<file path="src/rtl/mem_arbiter_if.sv">
// Signal bundle between the two requesters, the single-port memory and the arbiter.
// The arbiter connects through the slave modport; requesters and memory use the master modport.
interface mem_arbiter_if;
  logic       A_REQ;
  logic       A_WE;
  logic       A_LOCK;
  logic [7:0] A_ADDR;
  logic [7:0] A_WDATA;
  logic       A_GNT;
  logic       A_RVALID;
  logic [7:0] A_RDATA;

  logic       B_REQ;
  logic       B_WE;
  logic       B_LOCK;
  logic [7:0] B_ADDR;
  logic [7:0] B_WDATA;
  logic       B_GNT;
  logic       B_RVALID;
  logic [7:0] B_RDATA;

  logic       MEM_EN;
  logic       MEM_WE;
  logic [7:0] MEM_ADDR;
  logic [7:0] MEM_WDATA;
  logic [7:0] MEM_RDATA;

  logic       BUSY;

  modport slave (
    input  A_REQ, A_WE, A_LOCK, A_ADDR, A_WDATA,
    output A_GNT, A_RVALID, A_RDATA,
    input  B_REQ, B_WE, B_LOCK, B_ADDR, B_WDATA,
    output B_GNT, B_RVALID, B_RDATA,
    output MEM_EN, MEM_WE, MEM_ADDR, MEM_WDATA,
    input  MEM_RDATA,
    output BUSY
  );

  modport master (
    output A_REQ, A_WE, A_LOCK, A_ADDR, A_WDATA,
    input  A_GNT, A_RVALID, A_RDATA,
    output B_REQ, B_WE, B_LOCK, B_ADDR, B_WDATA,
    input  B_GNT, B_RVALID, B_RDATA,
    input  MEM_EN, MEM_WE, MEM_ADDR, MEM_WDATA,
    output MEM_RDATA,
    input  BUSY
  );
endinterface

</file>
<file path="src/rtl/mem_arbiter.sv">
// Two-requester arbiter for a single-port memory: round-robin when idle, bounded
// ownership locking under contention, one-cycle read-data return per requester.
module mem_arbiter #(
  parameter int unsigned MAX_LOCK = 4
) (
  input  logic          CLK,
  input  logic          RST,
  mem_arbiter_if.slave  bus
);

  localparam int unsigned CNT_W = 4;
  localparam logic [CNT_W-1:0] CNT_SAT  = '1;
  localparam logic [CNT_W-1:0] LOCK_LIM = CNT_W'(MAX_LOCK);
  localparam logic LAST_A = 1'b0;
  localparam logic LAST_B = 1'b1;

  typedef enum logic [1:0] {
    IDLE  = 2'd0,
    OWN_A = 2'd1,
    OWN_B = 2'd2
  } state_t;

  state_t           state, state_nxt;
  logic             last, last_nxt;
  logic [CNT_W-1:0] lock_cnt, lock_cnt_nxt;
  logic [CNT_W-1:0] lock_cnt_inc;
  logic             gnt_a, gnt_b;
  logic             a_rvalid, b_rvalid;

  assign lock_cnt_inc = (lock_cnt == CNT_SAT) ? lock_cnt : lock_cnt + CNT_W'(1);

  // State, pointer, lock counter and read-valid registers
  always_ff @(posedge CLK) begin
    if (RST) begin
      state    <= IDLE;
      last     <= LAST_B;
      lock_cnt <= '0;
      a_rvalid <= 1'b0;
      b_rvalid <= 1'b0;
    end else begin
      state    <= state_nxt;
      last     <= last_nxt;
      lock_cnt <= lock_cnt_nxt;
      a_rvalid <= gnt_a & ~bus.A_WE;
      b_rvalid <= gnt_b & ~bus.B_WE;
    end
  end

  // Grant selection and next-state
  always_comb begin
    state_nxt    = state;
    last_nxt     = last;
    lock_cnt_nxt = lock_cnt;
    gnt_a        = 1'b0;
    gnt_b        = 1'b0;

    case (state)
      IDLE: begin
        if (bus.A_REQ && (!bus.B_REQ || last == LAST_B)) gnt_a = 1'b1;
        else if (bus.B_REQ)                               gnt_b = 1'b1;
      end
      OWN_A: begin
        // Owner loses its slot only once it has used its quota and B is waiting
        if (bus.A_REQ && !(bus.B_REQ && lock_cnt >= LOCK_LIM)) gnt_a = 1'b1;
        else if (bus.B_REQ)                                     gnt_b = 1'b1;
      end
      OWN_B: begin
        if (bus.B_REQ && !(bus.A_REQ && lock_cnt >= LOCK_LIM)) gnt_b = 1'b1;
        else if (bus.A_REQ)                                     gnt_a = 1'b1;
      end
      default: ;
    endcase

    if (RST) begin
      gnt_a = 1'b0;
      gnt_b = 1'b0;
    end

    // A grant taken from the other owner's dropped request returns to IDLE;
    // one taken by forfeit (other still requesting) may start a new ownership.
    if (gnt_a) begin
      last_nxt = LAST_A;
      if (bus.A_LOCK && (state != OWN_B || bus.B_REQ)) begin
        state_nxt    = OWN_A;
        lock_cnt_nxt = (state == OWN_A) ? lock_cnt_inc : CNT_W'(1);
      end else begin
        state_nxt    = IDLE;
        lock_cnt_nxt = '0;
      end
    end else if (gnt_b) begin
      last_nxt = LAST_B;
      if (bus.B_LOCK && (state != OWN_A || bus.A_REQ)) begin
        state_nxt    = OWN_B;
        lock_cnt_nxt = (state == OWN_B) ? lock_cnt_inc : CNT_W'(1);
      end else begin
        state_nxt    = IDLE;
        lock_cnt_nxt = '0;
      end
    end else begin
      state_nxt    = IDLE;
      lock_cnt_nxt = '0;
    end
  end

  assign bus.A_GNT = gnt_a;
  assign bus.B_GNT = gnt_b;

  // Memory port carries the granted requester's access, quiet otherwise
  assign bus.MEM_EN    = gnt_a | gnt_b;
  assign bus.MEM_WE    = gnt_a ? bus.A_WE    : (gnt_b ? bus.B_WE    : 1'b0);
  assign bus.MEM_ADDR  = gnt_a ? bus.A_ADDR  : (gnt_b ? bus.B_ADDR  : 8'h00);
  assign bus.MEM_WDATA = gnt_a ? bus.A_WDATA : (gnt_b ? bus.B_WDATA : 8'h00);

  assign bus.A_RVALID = a_rvalid;
  assign bus.B_RVALID = b_rvalid;
  assign bus.A_RDATA  = a_rvalid ? bus.MEM_RDATA : 8'h00;
  assign bus.B_RDATA  = b_rvalid ? bus.MEM_RDATA : 8'h00;

  assign bus.BUSY = (state != IDLE);

endmodule

</file>
<file path="src/flat_wrapper.sv">
// flat-port wrapper written by rule: the top's interface ports become plain ports
module mem_arbiter_flat 
#(
  parameter int unsigned MAX_LOCK = 4
)
  (CLK, RST, bus_A_REQ, bus_A_WE, bus_A_LOCK, bus_A_ADDR, bus_A_WDATA, bus_A_GNT, bus_A_RVALID, bus_A_RDATA, bus_B_REQ, bus_B_WE, bus_B_LOCK, bus_B_ADDR, bus_B_WDATA, bus_B_GNT, bus_B_RVALID, bus_B_RDATA, bus_MEM_EN, bus_MEM_WE, bus_MEM_ADDR, bus_MEM_WDATA, bus_MEM_RDATA, bus_BUSY);
  mem_arbiter_if bus_i ();
  input  logic CLK;
  input  logic RST;
  input wire logic [$bits(bus_i.A_REQ)-1:0] bus_A_REQ;
  input wire logic [$bits(bus_i.A_WE)-1:0] bus_A_WE;
  input wire logic [$bits(bus_i.A_LOCK)-1:0] bus_A_LOCK;
  input wire logic [$bits(bus_i.A_ADDR)-1:0] bus_A_ADDR;
  input wire logic [$bits(bus_i.A_WDATA)-1:0] bus_A_WDATA;
  output wire logic [$bits(bus_i.A_GNT)-1:0] bus_A_GNT;
  output wire logic [$bits(bus_i.A_RVALID)-1:0] bus_A_RVALID;
  output wire logic [$bits(bus_i.A_RDATA)-1:0] bus_A_RDATA;
  input wire logic [$bits(bus_i.B_REQ)-1:0] bus_B_REQ;
  input wire logic [$bits(bus_i.B_WE)-1:0] bus_B_WE;
  input wire logic [$bits(bus_i.B_LOCK)-1:0] bus_B_LOCK;
  input wire logic [$bits(bus_i.B_ADDR)-1:0] bus_B_ADDR;
  input wire logic [$bits(bus_i.B_WDATA)-1:0] bus_B_WDATA;
  output wire logic [$bits(bus_i.B_GNT)-1:0] bus_B_GNT;
  output wire logic [$bits(bus_i.B_RVALID)-1:0] bus_B_RVALID;
  output wire logic [$bits(bus_i.B_RDATA)-1:0] bus_B_RDATA;
  output wire logic [$bits(bus_i.MEM_EN)-1:0] bus_MEM_EN;
  output wire logic [$bits(bus_i.MEM_WE)-1:0] bus_MEM_WE;
  output wire logic [$bits(bus_i.MEM_ADDR)-1:0] bus_MEM_ADDR;
  output wire logic [$bits(bus_i.MEM_WDATA)-1:0] bus_MEM_WDATA;
  input wire logic [$bits(bus_i.MEM_RDATA)-1:0] bus_MEM_RDATA;
  output wire logic [$bits(bus_i.BUSY)-1:0] bus_BUSY;
  assign bus_i.A_REQ = bus_A_REQ;
  assign bus_i.A_WE = bus_A_WE;
  assign bus_i.A_LOCK = bus_A_LOCK;
  assign bus_i.A_ADDR = bus_A_ADDR;
  assign bus_i.A_WDATA = bus_A_WDATA;
  assign bus_A_GNT = bus_i.A_GNT;
  assign bus_A_RVALID = bus_i.A_RVALID;
  assign bus_A_RDATA = bus_i.A_RDATA;
  assign bus_i.B_REQ = bus_B_REQ;
  assign bus_i.B_WE = bus_B_WE;
  assign bus_i.B_LOCK = bus_B_LOCK;
  assign bus_i.B_ADDR = bus_B_ADDR;
  assign bus_i.B_WDATA = bus_B_WDATA;
  assign bus_B_GNT = bus_i.B_GNT;
  assign bus_B_RVALID = bus_i.B_RVALID;
  assign bus_B_RDATA = bus_i.B_RDATA;
  assign bus_MEM_EN = bus_i.MEM_EN;
  assign bus_MEM_WE = bus_i.MEM_WE;
  assign bus_MEM_ADDR = bus_i.MEM_ADDR;
  assign bus_MEM_WDATA = bus_i.MEM_WDATA;
  assign bus_i.MEM_RDATA = bus_MEM_RDATA;
  assign bus_BUSY = bus_i.BUSY;
  mem_arbiter #(.MAX_LOCK(MAX_LOCK)) u_core (.CLK(CLK), .RST(RST), .bus(bus_i));
endmodule
</file>
<file path="config.mk">
export PLATFORM = sky130hd
export DESIGN_NAME = mem_arbiter_flat
export DESIGN_NICKNAME = d
export VERILOG_FILES = /design/src/rtl/mem_arbiter_if.sv /design/src/rtl/mem_arbiter.sv /design/src/flat_wrapper.sv
export SDC_FILE = /design/constraint.sdc
export NUM_CORES = 1
export LEC_CHECK = 0
export BUFFER_PORTS_ARGS = -buffer_cell sky130_fd_sc_hd__buf_2
export CORE_ASPECT_RATIO = 0.6
export CORE_UTILIZATION = 34
export DETAILED_ROUTE_END_ITERATION = 8
export PLACE_DENSITY = 0.79
export SLEW_MARGIN = 0
export SYNTH_ARGS = -nofsm -noshare
export SYNTH_HDL_FRONTEND = slang
export SYNTH_SLANG_ARGS = --single-unit
</file>
<file path="constraint.sdc">
create_clock -name CLK -period 1.8 [get_ports CLK]
set_clock_uncertainty 0.15 [all_clocks]
set_input_delay 0.09 -clock CLK [delete_from_list [all_inputs] [get_ports CLK]]
set_output_delay 0.09 -clock CLK [all_outputs]
set_load 0.02 [all_outputs]
</file>
==> results of run 1 <==
[critical path: stages (launching register included)]
cell and delay [ps]:
dfxtp_2 320, nand2b_4 130, o32a_1 340, a21oi_4 220
buf_4 170, a22o_1 140, buf_4 140
[layout make-up]
cell class | instances | area share
clock buffers | 4 | 0.0291
inverters | 3 | 0.00728
multi-input cells | 82 | 0.390
flip-flops and latches | 9 | 0.124
well taps | 30 | 0.0243
repair buffers | 99 | 0.426
[layout by cell type, fill, tap and decap left out, types with 2 or more instances in the layout]
| cell | synthesis | routed |
|---|---|---|
| buf_4 | 0 | 13 |
| o21ai_0 | 4 | 2 |
| a22o_1 | 17 | 17 |
| dfxtp_4 | 0 | 2 |
| a31oi_1 | 3 | 3 |
| buf_2 | 3 | 66 |
| dlygate4sd3_1 | 0 | 3 |
| nand3b_1 | 2 | 2 |
| and2_1 | 16 | 16 |
| dfxtp_1 | 9 | 4 |
| nor3b_1 | 3 | 2 |
| nand2b_1 | 3 | 2 |
| clkbuf_8 | 0 | 3 |
| nor2_1 | 5 | 5 |
| dfxtp_2 | 0 | 3 |
| nand2_1 | 2 | 2 |
| buf_6 | 2 | 16 |
| inv_1 | 3 | 3 |
| o21ai_1 | 0 | 2 |
| nand3_1 | 5 | 5 |
| nor2b_1 | 4 | 2 |
[logic make-up (layout without fill, tap and decap cells)]
kind of cell,count (synthesis),count (layout),synth area share
buf+inv,8,106,0.0606
mux,1,1,0.0124
simple gates,47,47,0.350
compound gates,32,32,0.327
fa+ha+maj,1,1,0.0155
flops,9,9,0.224
xor+xnor,1,1,0.0109
[registers in the layout, summed over array words and instances, names as in the netlist]
| register | count |
|---|---|
| u_core.last | 1 |
| u_core.bus.A_RVALID | 1 |
| u_core.state | 2 |
| u_core.bus.B_RVALID | 1 |
| u_core.lock_cnt | 4 |
[where the power goes]
part	leakage (nW)	internal [mW]	switching, mW	total (mW)
Clock	0.0228	0.155	0.0872	0.242
Combinational	0.725	0.188	0.181	0.369
Sequential	0.0757	0.207	0.0115	0.218
[through the flow]
stage,instances,hold WS [ps],power [mW]
floorplan,99,11.6,0.388
global placement,213,117,0.509
detailed placement,213,128,0.514
CTS,225,7.69,0.805
global route,227,52.0,0.870
finish,227,30.2,0.830
[routing by layer]
metal	vias up	wire length, µm	track usage
li1	565	-	-
met1	553	1300	0.254
met2	101	1710	0.484
met3	20	418	0.0727
met4	0	108	0.100
met5	-	0	0
[worst max path at each step]
stage	start	end	slack (ps)	cells after the start
final	u_core.state[1]$_SDFF_PP0_	bus_MEM_WDATA[0]	-150	6
after global routing	u_core.state[1]$_SDFF_PP0_	bus_MEM_WDATA[2]	-210	6
after CTS	u_core.state[1]$_SDFF_PP0_	bus_MEM_WDATA[5]	-160	8
after detailed placement	u_core.state[1]$_SDFF_PP0_	bus_MEM_WDATA[6]	70	7
after global placement	u_core.lock_cnt[2]$_SDFF_PP0_	bus_MEM_WDATA[6]	80	6
after floorplan	u_core.state[1]$_SDFF_PP0_	bus_MEM_ADDR[1]	90	5
[repair_timing]
action	4_1_cts	5_1_grt
hold buffers	3	0
buffers inserted	4	3
resized for setup	28	26
cloned	1	1
endpoints found under the hold margin	3	0
pin swaps	3	11
endpoints found under the setup margin	20	20
==> run_results.csv, run 1 <==
group,metric,value,unit
synthesis,yosysMostFrequentCell,"a22o_1",
cells_and_area,syn2layout_area_growth,92.2,%
timing,finalSetupTns,-2370,ps
clock_network,clock-root-buffer,"clkbuf_8",
timing,period_needed,1950,ps
synthesis,syn-num-nets,148,
place,dpl_cell_area,0.00128,mm²
power,peakVddDrop,296,µV
global_routing,grt_first_pass_wirelength,4490,µm
clock_network,cts_made_buffers,3,
clock_network,cts_buffer_depth,2,
synthesis,synth_cell_types,31,
place,port_buffers,86,
synthesis,synth_area_leader_cell,"dfxtp_1",
place,dp_slack,74.8,ps
clock_network,clock_insertion_delay_worst_skew,240,ps
synthesis,yosys-top-cells-area,"dfxtp_1 22%, a22o_1 19%, and2_1 12%",
timing,rsz0062_at_grt,"true",
timing,hold_violations,0,
floorplan,num_rows,13,
timing,fin_ws,-150,ps
route,vias,1239,
worst_hold_path,holdCritStartpoint,"RST",
global_routing,grt_antenna_before_repair,0,
cells_and_area,fin_area,0.00155,mm²
floorplan,dieArea,0.00257,mm²
setup_path,ff2ff_path_depth,7,
place,hpwl,2240,µm
setup_path,path_max_fanout,5,
route,vias_per_cell,5.46,
clock_network,htreeDepth,1,
setup_path,critPathLaunchType,"flip-flop",
setup_path,r2r-end,"u_core.state[0]$_SDFF_PP0_",
cells_and_area,multi_input_comb_area,603,µm²
cells_and_area,fillers,160,
clock_network,cts.clk_slew.worst_paths,50,ps
route,drc,0,
cells_and_area,drive_above_1_share,0.569,
global_routing,overflow,0,
timing,finalSetupViolCount,19,
route,drtIter0Drc,75,
synthesis,synth_top_area_frac,0.224,
synthesis,async_reset_ff_frac,0,
setup_path,r2r_start,"u_core.state[1]$_SDFF_PP0_",
worst_hold_path,hold_depth,3,
synthesis,synth_flop_cell,"dfxtp_1",
floorplan,placeableCoreArea,0.00220,mm²
timing,worstMarginPinSlew,372,ps
clock_network,cts_sinks,9,
run_status,status,"finished, violations left",
synthesis,synth_common_cells,"17 x a22o_1, 16 x and2_1, 9 x dfxtp_1, 5 x nand3_1, 5 x nor2_1",
power,p_leak,0.823,nW
synthesis,yosysWarningCount,0,
synthesis,synth-seq-area-share,0.224,
flow_run,drv_cap,0,
run_status,violations,"negative setup slack",
synthesis,netlist_area,805,µm²
setup_path,cp.required,1560,ps
worst_hold_path,min_to,"u_core.last$_SDFFE_PP1P_",
synthesis,synth_area_per_cell,8.13,µm²
route,routed_wl,3530,µm
global_routing,grt_use_total,0.246,
floorplan,fp.dieW,64.8,µm
synthesis,synth_cells,99,
power,p_per_area,537,mW/mm²
timing,final.period_utilization,1.08,
synthesis,ys_ff_latch,9,
timing,max_freq,0.513,GHz
setup_path,end_kind,"output pin",
timing,slew_headroom,0.751,
cells_and_area,nNetsFinal,247,
timing,slew_violations,0,
route,first_pass_iters,5,
synthesis,synth-edff-count,0,
route,wire_per_inst,15.6,µm
floorplan,die_y,39.7,µm
setup_path,reg2reg_slack,50,ps
floorplan,num_io_pins,87,
global_routing,grt_max_degree,21,
place,place.gp.congestion,0.824,
cells_and_area,diodes,0,
setup_path,arrival,1710,ps
floorplan,initial_core_util,0.366,
cells_and_area,seq_area,191,µm²
cells_and_area,post-route-util,0.704,
clock_network,cts_tree,"yes",
global_routing,grt_pass1_vias,999,
route,detail-route-antenna-nets,0,
worst_hold_path,worstHoldPathType,"in -> reg",
setup_path,crit_type,"reg -> out",
Power figures use the tool's default switching activity.
==> run 2: changes to the inputs <==
Settings changed: ABC_AREA set to 1, CORE_UTILIZATION 34 to 38.
==> run_results.csv, run 2 <==
group,metric,value,unit
run_status,status,"finished clean",
synthesis,synth-seq-area-share,0.173,
synthesis,synth_fa_ha_area_frac,0.0120,
setup_path,arrival,1530,ps
clock_network,clock-root-buffer,"clkbuf_8",
timing,hold_ws,36.2,ps
cells_and_area,fillers,238,
place,dpl_cell_area,0.00146,mm²
route,wire_per_inst,11.2,µm
setup_path,end_kind,"output pin",
timing,max_freq,0.565,GHz
setup_path,slowest_stage,"dfxtp_4",
synthesis,synth_compound_area_frac,0.0434,
setup_path,cp_top_family,"simple AND/OR/NAND/NOR gates",
timing,slew_headroom,0.720,
clock_network,cts_buffer_depth,2,
cells_and_area,top_register,"u_core.lock_cnt",
setup_path,critPathLaunchType,"flip-flop",
synthesis,synth_flop_cell,"dfxtp_1",
floorplan,dieArea,0.00295,mm²
synthesis,yosysMostFrequentCell,"nand2_1",
global_routing,use_met1,0.275,
global_routing,met3_usage,0.0673,
synthesis,synth_area_leader_cell,"nand3_1",
route,vias,1575,
clock_network,cts.clk_slew.worst_paths,50,ps
route,drtIter0Drc,116,
global_routing,grt_antenna_before_repair,0,
cells_and_area,nNetsFinal,336,
synthesis,synth_top_area_frac,0.260,
clock_network,cts_tree,"yes",
cells_and_area,largest_reg_flops,4,
setup_path,cp.required,1560,ps
synthesis,synth-edff-count,0,
setup_path,worstPathCellList,"nor2_2, a21oi_1, nand2_1, nand3_4, clkbuf_16, nand3_1, nand2_1, buf_2",
route,detail-route-antenna-nets,0,
clock_network,cts_made_buffers,3,
timing,hold_violations,0,
synthesis,synth_cells,195,
global_routing,grt.busiest_layer,"met2",
timing,slew_violations,0,
power,peakVddDrop,247,µV
cells_and_area,fin_area,0.00169,mm²
timing,finalSetupViolCount,0,
setup_path,worstPathBufferInverterCount,2,
cells_and_area,syn2layout_area_growth,62.8,%
cells_and_area,drive_above_1_share,0.399,
floorplan,num_io_pins,87,
setup_path,crit_type,"reg -> out",
synthesis,yosys.area_share.simple,0.559,
route,vias_per_cell,4.95,
setup_path,path_max_fanout,10,
synthesis,synth_top_family_by_area,"simple AND/OR/NAND/NOR gates",
route,drc,0,
clock_network,htreeDepth,1,
floorplan,num_rows,14,
synthesis,async_reset_ff_frac,0,
synthesis,yosys-top-cells-area,"nand3_1 26%, nand2_1 20%, dfxtp_1 17%",
floorplan,fp.dieW,69.5,µm
setup_path,cpMostUsedCell,"nand2_1",
worst_hold_path,worstHoldPathType,"in -> reg",
cells_and_area,diodes,0,
timing,worstMarginPinSlew,417,ps
timing,final.period_utilization,0.983,
global_routing,grt_pass1_vias,1164,
synthesis,ys_ff_latch,9,
synthesis,netlist_area,0.00104,mm²
cells_and_area,final_cell_mix,"78 x buf_2, 55 x nand2_1, 51 x nand3_1",
place,hpwl,2300,µm
global_routing,overflow,0,
synthesis,yosys.area_share.xor_xnor,0,
cells_and_area,final_common_cell,"buf_2",
route,first_pass_iters,6,
synthesis,yosys-mux-area-fraction,0,
route,routed_wl,3560,µm
synthesis,synth_area_per_cell,5.33,µm²
floorplan,initial_core_util,0.409,
cells_and_area,reg.largest.list,"u_core.lock_cnt: 4 flops, u_core.state: 2 flops",
synthesis,synth_common_cells,"55 x nand2_1, 54 x nand3_1, 34 x inv_1, 14 x nor2_1, 9 x dfxtp_1",
power,p_leak,1.14,nW
global_routing,grt_first_pass_wirelength,5070,µm
place,place.gp.congestion,0.819,
global_routing,use_met2,0.334,
clock_network,clock_insertion_delay_worst_skew,240,ps
timing,finalSetupTns,0,ps
synthesis,syn-num-nets,244,
setup_path,slowest_delay,360,ps
floorplan,die_y,42.5,µm
synthesis,synth_cell_types,19,
timing,period_needed,1770,ps
synthesis,yosysWarningCount,0,
place,port_buffers,86,
flow_run,drv_cap,0,
global_routing,grt_max_degree,43,
floorplan,placeableCoreArea,0.00254,mm²
global_routing,grt_use_total,0.215,
power,p_per_area,532,mW/mm²
clock_network,cts_sinks,9,
## run 2: tightest hold or removal path, cell delays in order
cell and delay [ps]:
buf_2 100, nor2_1 40, nand4_1 80, nand2_1 50
inv_1 40
## run 2: cell families (layout without fill, tap and decap cells)
family	after synthesis	after routing
compound gates	8	8
fa+ha+maj	1	1
flops	9	9
buf+inv	47	138
simple gates	130	130
## run 2: worst paths after layout
| check | slack (ps) | depth (start not counted) | startpoint | endpoint |
|---|---|---|---|---|
| worst max-delay path | 30 | 8 | u_core.lock_cnt[2]$_SDFF_PP0_ | bus_MEM_ADDR[0] |
| worst min-delay path | 40 | 5 | RST | u_core.last$_SDFFE_PP1P_ |
| worst max register to register | 330 | 6 | u_core.lock_cnt[0]$_SDFF_PP0_ | u_core.lock_cnt[2]$_SDFF_PP0_ |
| worst min register to register | 460 | 4 | u_core.last$_SDFFE_PP1P_ | u_core.last$_SDFFE_PP1P_ |
## run 2: cell type report
| cell class | count | area (µm²) | share of cell area |
|---|---|---|---|
| Clock buffer | 4 | 45.0 | 0.0266 |
| Inverter | 35 | 131 | 0.0777 |
| Multi-Input combinational cell | 139 | 671 | 0.397 |
| Sequential cell | 9 | 190 | 0.113 |
| Tap cell | 32 | 40.0 | 0.0237 |
| Timing Repair Buffer | 99 | 613 | 0.363 |
## run 2: repair_timing
action	in CTS	in global routing
gates resized for setup	4	21
buffers inserted	0	5
endpoints found under the setup margin	17	18
gates cloned	0	2
hold buffers	2	0
pin swaps	0	2
endpoints found under the hold margin	2	0
## run 2: routing by layer
metal / vias to the layer above / wire (µm)
met2: 80 / 1670
li1: 796 / -
met4: 0 / 71
met3: 10 / 315
met5: - / 0
met1: 689 / 1510
## run 2: through the flow
step / util / setup slack (ps) / std cells / power [mW]
after global routing: 0.666 / -34.1 / 318 / 0.955
after detailed placement: 0.576 / 204 / 305 / 0.582
after global placement: 0.576 / 232 / 305 / 0.580
final: 0.666 / 30.1 / 318 / 0.899
after CTS: 0.604 / 24.3 / 311 / 0.838
after floorplan: - / 447 / 195 / 0.454
## run 2: power breakdown
group | internal, mW | total (mW) | switching [mW]
logic | 0.187 | 0.431 | 0.245
registers | 0.208 | 0.220 | 0.0126
clock network | 0.155 | 0.248 | 0.0922
total | 0.550 | 0.899 | 0.349
